===== src/rtl/mem_pkg.sv =====
// Shared types and sizing helpers for the memory-stage controller.
//   mem_state_t : controller state (IDLE waits for work, ACCESS owns the bus)
//   calcDw      : data word width from element size and elements per word
//   calcAw      : line address width from memory depth
package mem_pkg;

  typedef enum logic {IDLE, ACCESS} mem_state_t;

  function automatic int calcDw(input int elemSize, input int vectSize);
    return elemSize * vectSize;
  endfunction

  function automatic int calcAw(input int lines);
    return $clog2(lines);
  endfunction

endpackage


===== src/rtl/mem_wdog.sv =====
// Request watchdog for the memory stage.
//   clk_i     : clock, rising edge
//   rst_i     : synchronous active-high reset
//   clear_i   : force the count to zero (held while no access is outstanding)
//   enable_i  : count one more request cycle that went unanswered
//   expired_o : the current request cycle is the last one allowed (LIMIT-th)
module mem_wdog #(
  parameter  int LIMIT = 15,
  localparam int CW    = $clog2(LIMIT + 1)
) (
  input  logic clk_i,
  input  logic rst_i,
  input  logic clear_i,
  input  logic enable_i,
  output logic expired_o
);

  logic [CW-1:0] cntReg;

  // Count equals the number of request cycles already spent without an ack,
  // so it reads LIMIT-1 during the final permitted cycle. Saturates at LIMIT.
  always_ff @(posedge clk_i) begin
    if (rst_i || clear_i) begin
      cntReg <= '0;
    end else if (enable_i && (cntReg != CW'(LIMIT))) begin
      cntReg <= cntReg + 1'b1;
    end
  end

  assign expired_o = (cntReg >= CW'(LIMIT - 1));

endmodule


===== src/rtl/mem_stage_ctrl.sv =====
// Memory-stage controller between the EX/MEM and MEM/WB pipe registers.
// Loads/stores are issued over a req/ack handshake while the front of the pipe
// is stalled; everything else is passed through with one cycle of latency.
//   clk_i, rst_i                 : clock and synchronous active-high reset
//   valid_i, flag*_i, addr_i ... : registered EX outputs for the current instruction
//   stall_o                      : hold PC/IF/ID/EX and the EX/MEM register
//   mem_req_o/we/addr/wdata      : data-memory request, stable until acked
//   mem_ack_i, mem_rdata_i       : one-cycle completion pulse with read data
//   wb_valid_o + result fields   : one-cycle pulse per retired instruction to MEM/WB
//   err_o, halted_o              : sticky error (timeout/illegal op) and end-of-program
module mem_stage_ctrl
  import mem_pkg::*;
#(
  parameter  int REGI_BITS   = 4,
  parameter  int VECT_BITS   = 2,
  parameter  int ELEM_SIZE   = 8,
  parameter  int VECT_SIZE   = 8,
  parameter  int MEMO_LINES  = 64,
  parameter  int TIMEOUT_CYC = 15,
  localparam int DW          = calcDw(ELEM_SIZE, VECT_SIZE),
  localparam int AW          = calcAw(MEMO_LINES)
) (
  input  logic                 clk_i,
  input  logic                 rst_i,
  input  logic                 valid_i,
  input  logic                 flagMemRead_i,
  input  logic                 flagMemWrite_i,
  input  logic                 flagEnd_i,
  input  logic                 flagNop_i,
  input  logic [AW-1:0]        addr_i,
  input  logic [DW-1:0]        int_rd_i,
  input  logic [REGI_BITS-1:0] intRegDest_i,
  input  logic [VECT_BITS-1:0] vecRegDest_i,
  input  logic [VECT_BITS-1:0] memo_res_i,
  input  logic                 writeResultInt_i,
  input  logic                 writeResultV_i,
  output logic                 stall_o,
  output logic                 mem_req_o,
  output logic                 mem_we_o,
  output logic [AW-1:0]        mem_addr_o,
  output logic [DW-1:0]        mem_wdata_o,
  input  logic                 mem_ack_i,
  input  logic [DW-1:0]        mem_rdata_i,
  output logic                 wb_valid_o,
  output logic [DW-1:0]        int_rd_o,
  output logic [REGI_BITS-1:0] intRegDest_o,
  output logic [VECT_BITS-1:0] vecRegDest_o,
  output logic [VECT_BITS-1:0] memo_res_o,
  output logic                 writeResultInt_o,
  output logic                 writeResultV_o,
  output logic                 flagEnd_o,
  output logic                 flagNop_o,
  output logic                 err_o,
  output logic                 halted_o
);

  mem_state_t           stateReg;
  logic [REGI_BITS-1:0] intDestReg;
  logic [VECT_BITS-1:0] vecDestReg;
  logic [VECT_BITS-1:0] memoResReg;
  logic                 wrIntReg;
  logic                 wrVecReg;
  logic                 endReg;

  logic live;
  logic op;
  logic illegal;
  logic inAccess;
  logic expired;
  logic timeout;

  assign live     = valid_i && !flagNop_i && !halted_o;
  assign op       = live && (flagMemRead_i ^ flagMemWrite_i);
  assign illegal  = live && flagMemRead_i && flagMemWrite_i;
  assign inAccess = (stateReg == ACCESS);
  // An ack in the last permitted cycle still wins over the timeout.
  assign timeout  = inAccess && expired && !mem_ack_i;

  // Release upstream in the ack/timeout cycle so the next op lands right after.
  assign stall_o = (!inAccess && op) || (inAccess && !mem_ack_i && !timeout);

  mem_wdog #(.LIMIT(TIMEOUT_CYC)) uWdog (
    .clk_i     (clk_i),
    .rst_i     (rst_i),
    .clear_i   (!inAccess),
    .enable_i  (inAccess && !mem_ack_i),
    .expired_o (expired)
  );

  always_ff @(posedge clk_i) begin
    if (rst_i) begin
      stateReg         <= IDLE;
      mem_req_o        <= 1'b0;
      mem_we_o         <= 1'b0;
      mem_addr_o       <= '0;
      mem_wdata_o      <= '0;
      wb_valid_o       <= 1'b0;
      int_rd_o         <= '0;
      intRegDest_o     <= '0;
      vecRegDest_o     <= '0;
      memo_res_o       <= '0;
      writeResultInt_o <= 1'b0;
      writeResultV_o   <= 1'b0;
      flagEnd_o        <= 1'b0;
      flagNop_o        <= 1'b0;
      err_o            <= 1'b0;
      halted_o         <= 1'b0;
      intDestReg       <= '0;
      vecDestReg       <= '0;
      memoResReg       <= '0;
      wrIntReg         <= 1'b0;
      wrVecReg         <= 1'b0;
      endReg           <= 1'b0;
    end else begin
      wb_valid_o <= 1'b0;
      if (!inAccess) begin
        if (op) begin
          // The write data register doubles as the store-data latch.
          stateReg    <= ACCESS;
          mem_req_o   <= 1'b1;
          mem_we_o    <= flagMemWrite_i;
          mem_addr_o  <= addr_i;
          mem_wdata_o <= int_rd_i;
          intDestReg  <= intRegDest_i;
          vecDestReg  <= vecRegDest_i;
          memoResReg  <= memo_res_i;
          wrIntReg    <= writeResultInt_i;
          wrVecReg    <= writeResultV_i;
          endReg      <= flagEnd_i;
        end else if (valid_i && !halted_o) begin
          wb_valid_o       <= 1'b1;
          int_rd_o         <= int_rd_i;
          intRegDest_o     <= intRegDest_i;
          vecRegDest_o     <= vecRegDest_i;
          memo_res_o       <= memo_res_i;
          flagEnd_o        <= flagEnd_i;
          flagNop_o        <= flagNop_i || illegal;
          writeResultInt_o <= writeResultInt_i && !illegal;
          writeResultV_o   <= writeResultV_i && !illegal;
          if (illegal) err_o <= 1'b1;
          if (flagEnd_i) halted_o <= 1'b1;
        end
      end else if (mem_ack_i || timeout) begin
        stateReg         <= IDLE;
        mem_req_o        <= 1'b0;
        wb_valid_o       <= 1'b1;
        intRegDest_o     <= intDestReg;
        vecRegDest_o     <= vecDestReg;
        memo_res_o       <= memoResReg;
        flagEnd_o        <= endReg;
        flagNop_o        <= !mem_ack_i;
        writeResultInt_o <= wrIntReg && mem_ack_i;
        writeResultV_o   <= wrVecReg && mem_ack_i;
        // A timed-out access reports the latched operand word.
        int_rd_o         <= (mem_ack_i && !mem_we_o) ? mem_rdata_i : mem_wdata_o;
        if (!mem_ack_i) err_o <= 1'b1;
        if (endReg) halted_o <= 1'b1;
      end
    end
  end

endmodule


===== config.mk =====
export PLATFORM = sky130hd
export DESIGN_NAME = mem_stage_ctrl
export DESIGN_NICKNAME = d
export VERILOG_FILES = /design/src/rtl/mem_pkg.sv /design/src/rtl/mem_wdog.sv /design/src/rtl/mem_stage_ctrl.sv
export SDC_FILE = /design/constraint.sdc
export NUM_CORES = 1
export LEC_CHECK = 0
export ABC_AREA = 1
export CAP_MARGIN = 20
export CORE_MARGIN = 2
export CORE_UTILIZATION = 40
export CTS_CLUSTER_SIZE = 40
export DETAILED_ROUTE_END_ITERATION = 10
export PLACE_DENSITY = 0.8
export SYNTH_ARGS = -nofsm -noshare
export SYNTH_HDL_FRONTEND = slang
export SYNTH_HIERARCHICAL = 1
export SYNTH_SLANG_ARGS = --single-unit

===== constraint.sdc =====
create_clock -name clk_i -period 4.2 [get_ports clk_i]
set_input_delay 0.42 -clock clk_i [delete_from_list [all_inputs] [get_ports clk_i]]
set_output_delay 0.42 -clock clk_i [all_outputs]
set_load 0.02 [all_outputs]

==> results of run 1 <==
logic make-up (layout without fill, tap and decap cells):
kind of cell / after synthesis / after routing / share of synthesized area (%)
and+or+nand+nor: 794 / 794 / 41.60
buffers and inverters: 248 / 490 / 12.90
DFF: 167 / 167 / 39.70
AOI/OAI and AO/OA: 91 / 91 / 5.512
adders and majority gates: 2 / 2 / 0.2971
other: 0 / 1 / 0
metal layers:
metal  track usage [%]  up-vias  part of all wire (%)
met3             5.902       55                   9.2
met2             41.47      427                    47
met5                 0        -                 0.050
met4             9.905        2                   2.9
met1             30.89     4305                    41
li1                  -     4637                     -
worst max-delay path: stages:
cell	delay [ns]
clkdlybuf4s50_1	0.54
nor2_1	0.39
inv_1	0.11
or2_0	0.24
nand2_1	0.09
clkdlybuf4s50_1	0.62
cell usage after synthesis (all sizes together):
cell type,number
o21bai,1
dfxtp,167
nand3b,1
o21ai,2
a21oi,87
nand4,78
nand2,467
ha,2
clkbuf,26
nor2,19
inv,141
or2,1
buf,81
a21boi,1
nand3,228
sequential cells by signal, indices dropped and copies added, names as in the netlist, 2 cells and up:
name and flops:
int_rd_o 64, mem_wdata_o 64, mem_addr_o 6, intDestReg 4, intRegDest_o 4, uWdog/cntReg 4, memoResReg 2, memo_res_o 2
vecDestReg 2, vecRegDest_o 2
worst min path at each step:
stage	endpoint	depth (start not counted)
finish	intDestReg[3]	2
global route	mem_addr_o[3]	2
CTS	endReg	2
detailed placement	memoResReg[1]	2
global placement	endReg	2
floorplan	wrIntReg	2
layout make-up:
type                            count  area (um2)
Tap cell                          275       344.1
Clock inverter                     12       117.6
Fill cell                        1991        8861
Antenna cell                        1       2.502
Inverter                          141       534.3
Sequential cell                   167        3347
Timing Repair Buffer              318        3163
Multi-Input combinational cell    887        4020
Clock buffer                       19       432.9
per-stage QoR:
step           setup WS (ns)  std cells  util (%)  hold slack (ns)
2_1_floorplan          2.547       1302         -           0.4403
3_3_place_gp           1.444       1787     54.66           0.4482
6_report               1.375       1820     57.45           0.4606
5_1_grt                1.275       1820     57.45           0.4806
3_5_place_dp           1.375       1787     54.66           0.4529
4_1_cts                1.372       1818     57.30           0.4628
power breakdown:
part / switching (mW) / internal [mW] / total [mW]
Clock: 0.683 / 0.823 / 1.51
Combinational: 0.527 / 0.405 / 0.932
Sequential: 0.0593 / 1.68 / 1.74
==> results.sh, run 1 <==
export IMPL_drt_total_wl_mm=27.99
export IMPL_stdcell_area_mm2=0.01196
export IMPL_finalWeightedCongestion=0.8152
export IMPL_synth_top_area_share_pct=39.70
export IMPL_drive_above_1_share_pct=4.016
export IMPL_nets=1686
export IMPL_dp_hpwl_mm=17.26
export IMPL_arrival_ns=2.40
export IMPL_avgSynthCellArea_um2=6.468
export IMPL_drt_antenna_violating_nets=0
export IMPL_relSlewSlack_pct=29.83
export IMPL_cts_root_buf="clkbuf_16"
export IMPL_rsz0062_at_grt="no"
export IMPL_cts_max_path_buffers=2
export IMPL_drv_slew=0
export IMPL_synth_seq_cells=167
export IMPL_seq_area_frac_synth_pct=39.70
export IMPL_rows=53
export IMPL_worst_slew_pin_slew_ns=1.052
export IMPL_cp_endpoint="stall_o"
export IMPL_setup_viol=0
export IMPL_post_cts_buffers=0
export IMPL_firstDrtPassIters=5
export IMPL_synthesis_nets=1456
export IMPL_r2r_slack_ns=1.72
export IMPL_finalHoldViolations=0
export IMPL_viasPerCell=5.179
export IMPL_dr_first_iter_drc_count=495
export IMPL_vias=9426
export IMPL_ios=304
export IMPL_cp_end_kind="output pin"
export IMPL_cts_tree="done"
export IMPL_antenna_found_initial=2
export IMPL_port_buffers=303
export IMPL_power_density_mw_per_mm2=349.5
export IMPL_yosysWarnings=6
export IMPL_cts_hold_buf=0
export IMPL_final_period_utilization_pct=67.26
export IMPL_clock_skew_ns=0.01205
export IMPL_dieArea_mm2=0.02223
export IMPL_crit_type="in -> out"
export IMPL_timing_rr_start="inAccess"
export IMPL_clkTransAtPathRegs_ns=0.06
export IMPL_die_w_um=149.1
export IMPL_power_mw=4.180
export IMPL_syn_inst=1302
export IMPL_path_max_fanout=6
export IMPL_r2r_cells=7
export IMPL_r2r_end="int_rd_o[62]"
export IMPL_startpoint="mem_ack_i"
export IMPL_initial_utilization_pct=40.45
export IMPL_cts_sinks=167
export IMPL_clk_latency_ns=0.42
export IMPL_overflow=0
export IMPL_grt_max_degree=88
export IMPL_fin_setup_tns_ns=0
export IMPL_core_mm2=0.02082
export IMPL_most_common_layout_cells="nand2_1, clkdlybuf4s50_1, nand3_1, dfxtp_1, inv_1"
export IMPL_critPathLaunchType="input pin"
export IMPL_placed_area_mm2=0.01138
export IMPL_ctsHtreeMaxLevel=4
export IMPL_syn_to_final_growth_pct=42.03
export IMPL_hold_path_class="reg -> reg"
export IMPL_layout_commonest_cell="nand2_1"
export IMPL_min_period_ns=2.825
export IMPL_synth_area_leaders="dfxtp_1, nand2_1, nand3_1, inv_1, nand4_1"
export IMPL_drc=0
export IMPL_wl_per_cell_um=15.38
export IMPL_p_leak_nw=5.223
export IMPL_cts_buffers=17
export IMPL_grt_usage_pct=24.82
export IMPL_max_cap_viol_count=0
export IMPL_synth_distinct_cells=24
export IMPL_max_freq_mhz=354.0
export IMPL_dieHeight_um=149.1
export IMPL_yosysTopAreaCell="dfxtp_1"
export IMPL_grt_first_pass_wirelength_mm=44.67
export IMPL_first_global_vias=8832
export IMPL_hold_path_startpoint="intDestReg[3]"
export IMPL_status="complete, no violations"
export IMPL_syn_cell_area_mm2=0.008422
export IMPL_ir_worst_vdd_uv=313.6
export IMPL_cts_resized=0
export IMPL_cp_required_ns=3.78
No activity file was read; power rests on OpenSTA's default activity.
==> run 2: changes to the inputs <==
- PLACE_DENSITY: 0.8 -> 0.83
- clock period: 4.2 -> 2.3 ns (I/O delays scaled with it)
==> run 2 against run 1 <==
Net effect: global-route usage is 0.46 points higher; critical path type is now reg -> out; critical path depth grew 1; register-to-register slack lost 1.2 ns; final area is 1.2% higher; clock power grew 84%; core utilization rose by 0.70 points; wire length is 2.2% higher.
==> results.sh, run 2 (same netlist as run 1, synthesis figures left out) <==
export IMPL_layout_commonest_cell="nand2_1"
export IMPL_wl_met2_mm=13.51
export IMPL_cts_max_path_buffers=2
export IMPL_drc=0
export IMPL_cts_buffers=17
export IMPL_hold_depth=3
export IMPL_wl_met1_mm=11.78
export IMPL_r2r_cells=6
export IMPL_nets=1692
export IMPL_min_period_ns=2.163
export IMPL_finalHoldViolations=0
export IMPL_dieHeight_um=149.1
export IMPL_drive_above_1_share_pct=4.578
export IMPL_drt_antenna_violating_nets=0
export IMPL_swShare_pct=29.98
export IMPL_post_cts_buffers=0
export IMPL_p_leak_nw=5.311
export IMPL_finalWeightedCongestion=0.8211
export IMPL_grt_usage_pct=25.28
export IMPL_firstDrtPassIters=5
export IMPL_p_sw_mw=2.310
export IMPL_max_freq_mhz=462.4
export IMPL_viasPerCell=5.206
export IMPL_top_regs="int_rd_o x64, mem_wdata_o x64, mem_addr_o x6"
export IMPL_combinationalPowerShare_pct=22.5
export IMPL_core_mm2=0.02082
export IMPL_most_common_layout_cells="nand2_1, clkdlybuf4s50_1, nand3_1, dfxtp_1, inv_1"
export IMPL_vias=9512
export IMPL_ir_worst_vdd_uv=429.1
export IMPL_dp_hpwl_mm=18.36
export IMPL_hold_path_startpoint="rst_i"
export IMPL_drt_total_wl_mm=28.61
export IMPL_die_w_um=149.1
export IMPL_initial_utilization_pct=40.45
export IMPL_rows=53
export IMPL_grt_first_pass_wirelength_mm=45.53
export IMPL_highest_layer="met4"
export IMPL_clock_skew_ns=0.01154
export IMPL_relSlewSlack_pct=46.15
export IMPL_worst_hold_slack_ns=0.3698
export IMPL_drv_slew=0
export IMPL_cts_hold_buf=0
export IMPL_port_buffers=303
export IMPL_clk_latency_ns=0.42
export IMPL_clkTransAtPathRegs_ns=0.07
export IMPL_hold_path_class="in -> reg"
export IMPL_cp_end_kind="output pin"
export IMPL_ctsHtreeMaxLevel=4
export IMPL_first_global_vias=9107
export IMPL_dieArea_mm2=0.02223
export IMPL_arrival_ns=1.93
export IMPL_r2r_end="int_rd_o[39]"
export IMPL_internal_power_mw=5.397
export IMPL_max_cap_viol_count=0
export IMPL_final_period_utilization_pct=94.04
export IMPL_timing_rr_start="inAccess"
export IMPL_rsz0062_at_grt="no"
export IMPL_hold_end="mem_wdata_o[1]"
export IMPL_syn_to_final_growth_pct=43.77
export IMPL_cp_required_ns=2.07
export IMPL_cts_root_buf="clkbuf_16"
export IMPL_r2r_slack_ns=0.52
export IMPL_status="complete, no violations"
export IMPL_wl_per_cell_um=15.66
export IMPL_cts_sinks=167
export IMPL_crit_type="reg -> out"
export IMPL_fin_setup_tns_ns=0
export IMPL_ios=304
export IMPL_cts_tree="done"
export IMPL_dr_first_iter_drc_count=645
export IMPL_overflow=0
export IMPL_pwr_share_seq_pct=41.3
export IMPL_clockPowerShare_pct=36.1
export IMPL_fin_util_pct=58.15
export IMPL_power_density_mw_per_mm2=636.5
export IMPL_antenna_found_initial=1
export IMPL_critPathLaunchType="flip-flop"
export IMPL_setup_viol=0
export IMPL_path_max_fanout=5
export IMPL_routed_wl_met3_mm=2.569
export IMPL_grt_max_degree=159
export IMPL_worst_slew_pin_slew_ns=0.8077
run 2: changes by cell type in the layout (fill, tap and decap cells not counted), moves of 2 or more:
cell	delta
buf_12	+8
clkbuf_1	-2
clkbuf_8	+2
clkinv_2	+3
clkinvlp_4	-2
run 2: worst max path at each step:
stage / startpoint / to / cells past startpoint
final: uWdog/cntReg[0] / stall_o / 7
after detailed placement: mem_ack_i / stall_o / 6
after global routing: uWdog/cntReg[1] / stall_o / 6
after CTS: uWdog/cntReg[0] / stall_o / 7
after global placement: flagMemWrite_i / stall_o / 8
after floorplan: uWdog/cntReg[0] / int_rd_o[33] / 9
run 2: stage by stage:
stage               total power, mW  cells  area [um2]  setup WS, ns
floorplan                     4.139   1302        8422        0.7455
global placement              4.951   1794       11530        0.2421
detailed placement            4.981   1794       11530        0.2432
CTS                           7.777   1826       12110        0.1015
global route                  8.067   1826       12110       0.01837
finish                        7.707   1827       12110        0.1372
run 2: area by class of cell:
type,instances,area [um2]
Fill cell,1914,8715
Multi-Input combinational cell,887,4020
Sequential cell,167,3347
Timing Repair Buffer,324,3287
Inverter,141,534.3
Clock buffer,19,452.9
Tap cell,275,344.1
Clock inverter,13,120.1
Antenna cell,1,2.502
run 2: worst max-delay path, cell delays in order (launching register included):
cell           delay (ns)
dfxtp_1              0.40
inv_1                0.08
ha_1                 0.19
nor2_1               0.08
nor2_1               0.09
or2_0                0.28
nand2_1              0.09
dlygate4sd2_1        0.32
run 2: timing repair:
action / CTS / global route
setup endpoints to repair: 1 / 0
endpoints found under the hold margin: 0 / 0
gates resized for setup: 1 / 0
run 2: power groups by stage:
stage	Clock (mW)	Sequential [mW]	Combinational [mW]
global route	2.98	3.20	1.88
detailed placement	0	3.25	1.73
global placement	0	3.24	1.71
floorplan	0	3.44	0.696
CTS	2.85	3.18	1.74
finish	2.78	3.19	1.74
run 2: per-layer routing:
metal | track usage [%] | vias up
met3 | 6.024 | 51
met4 | 10.43 | 0
met5 | 0 | -
li1 | - | 4653
met1 | 30.96 | 4391
met2 | 42.65 | 417
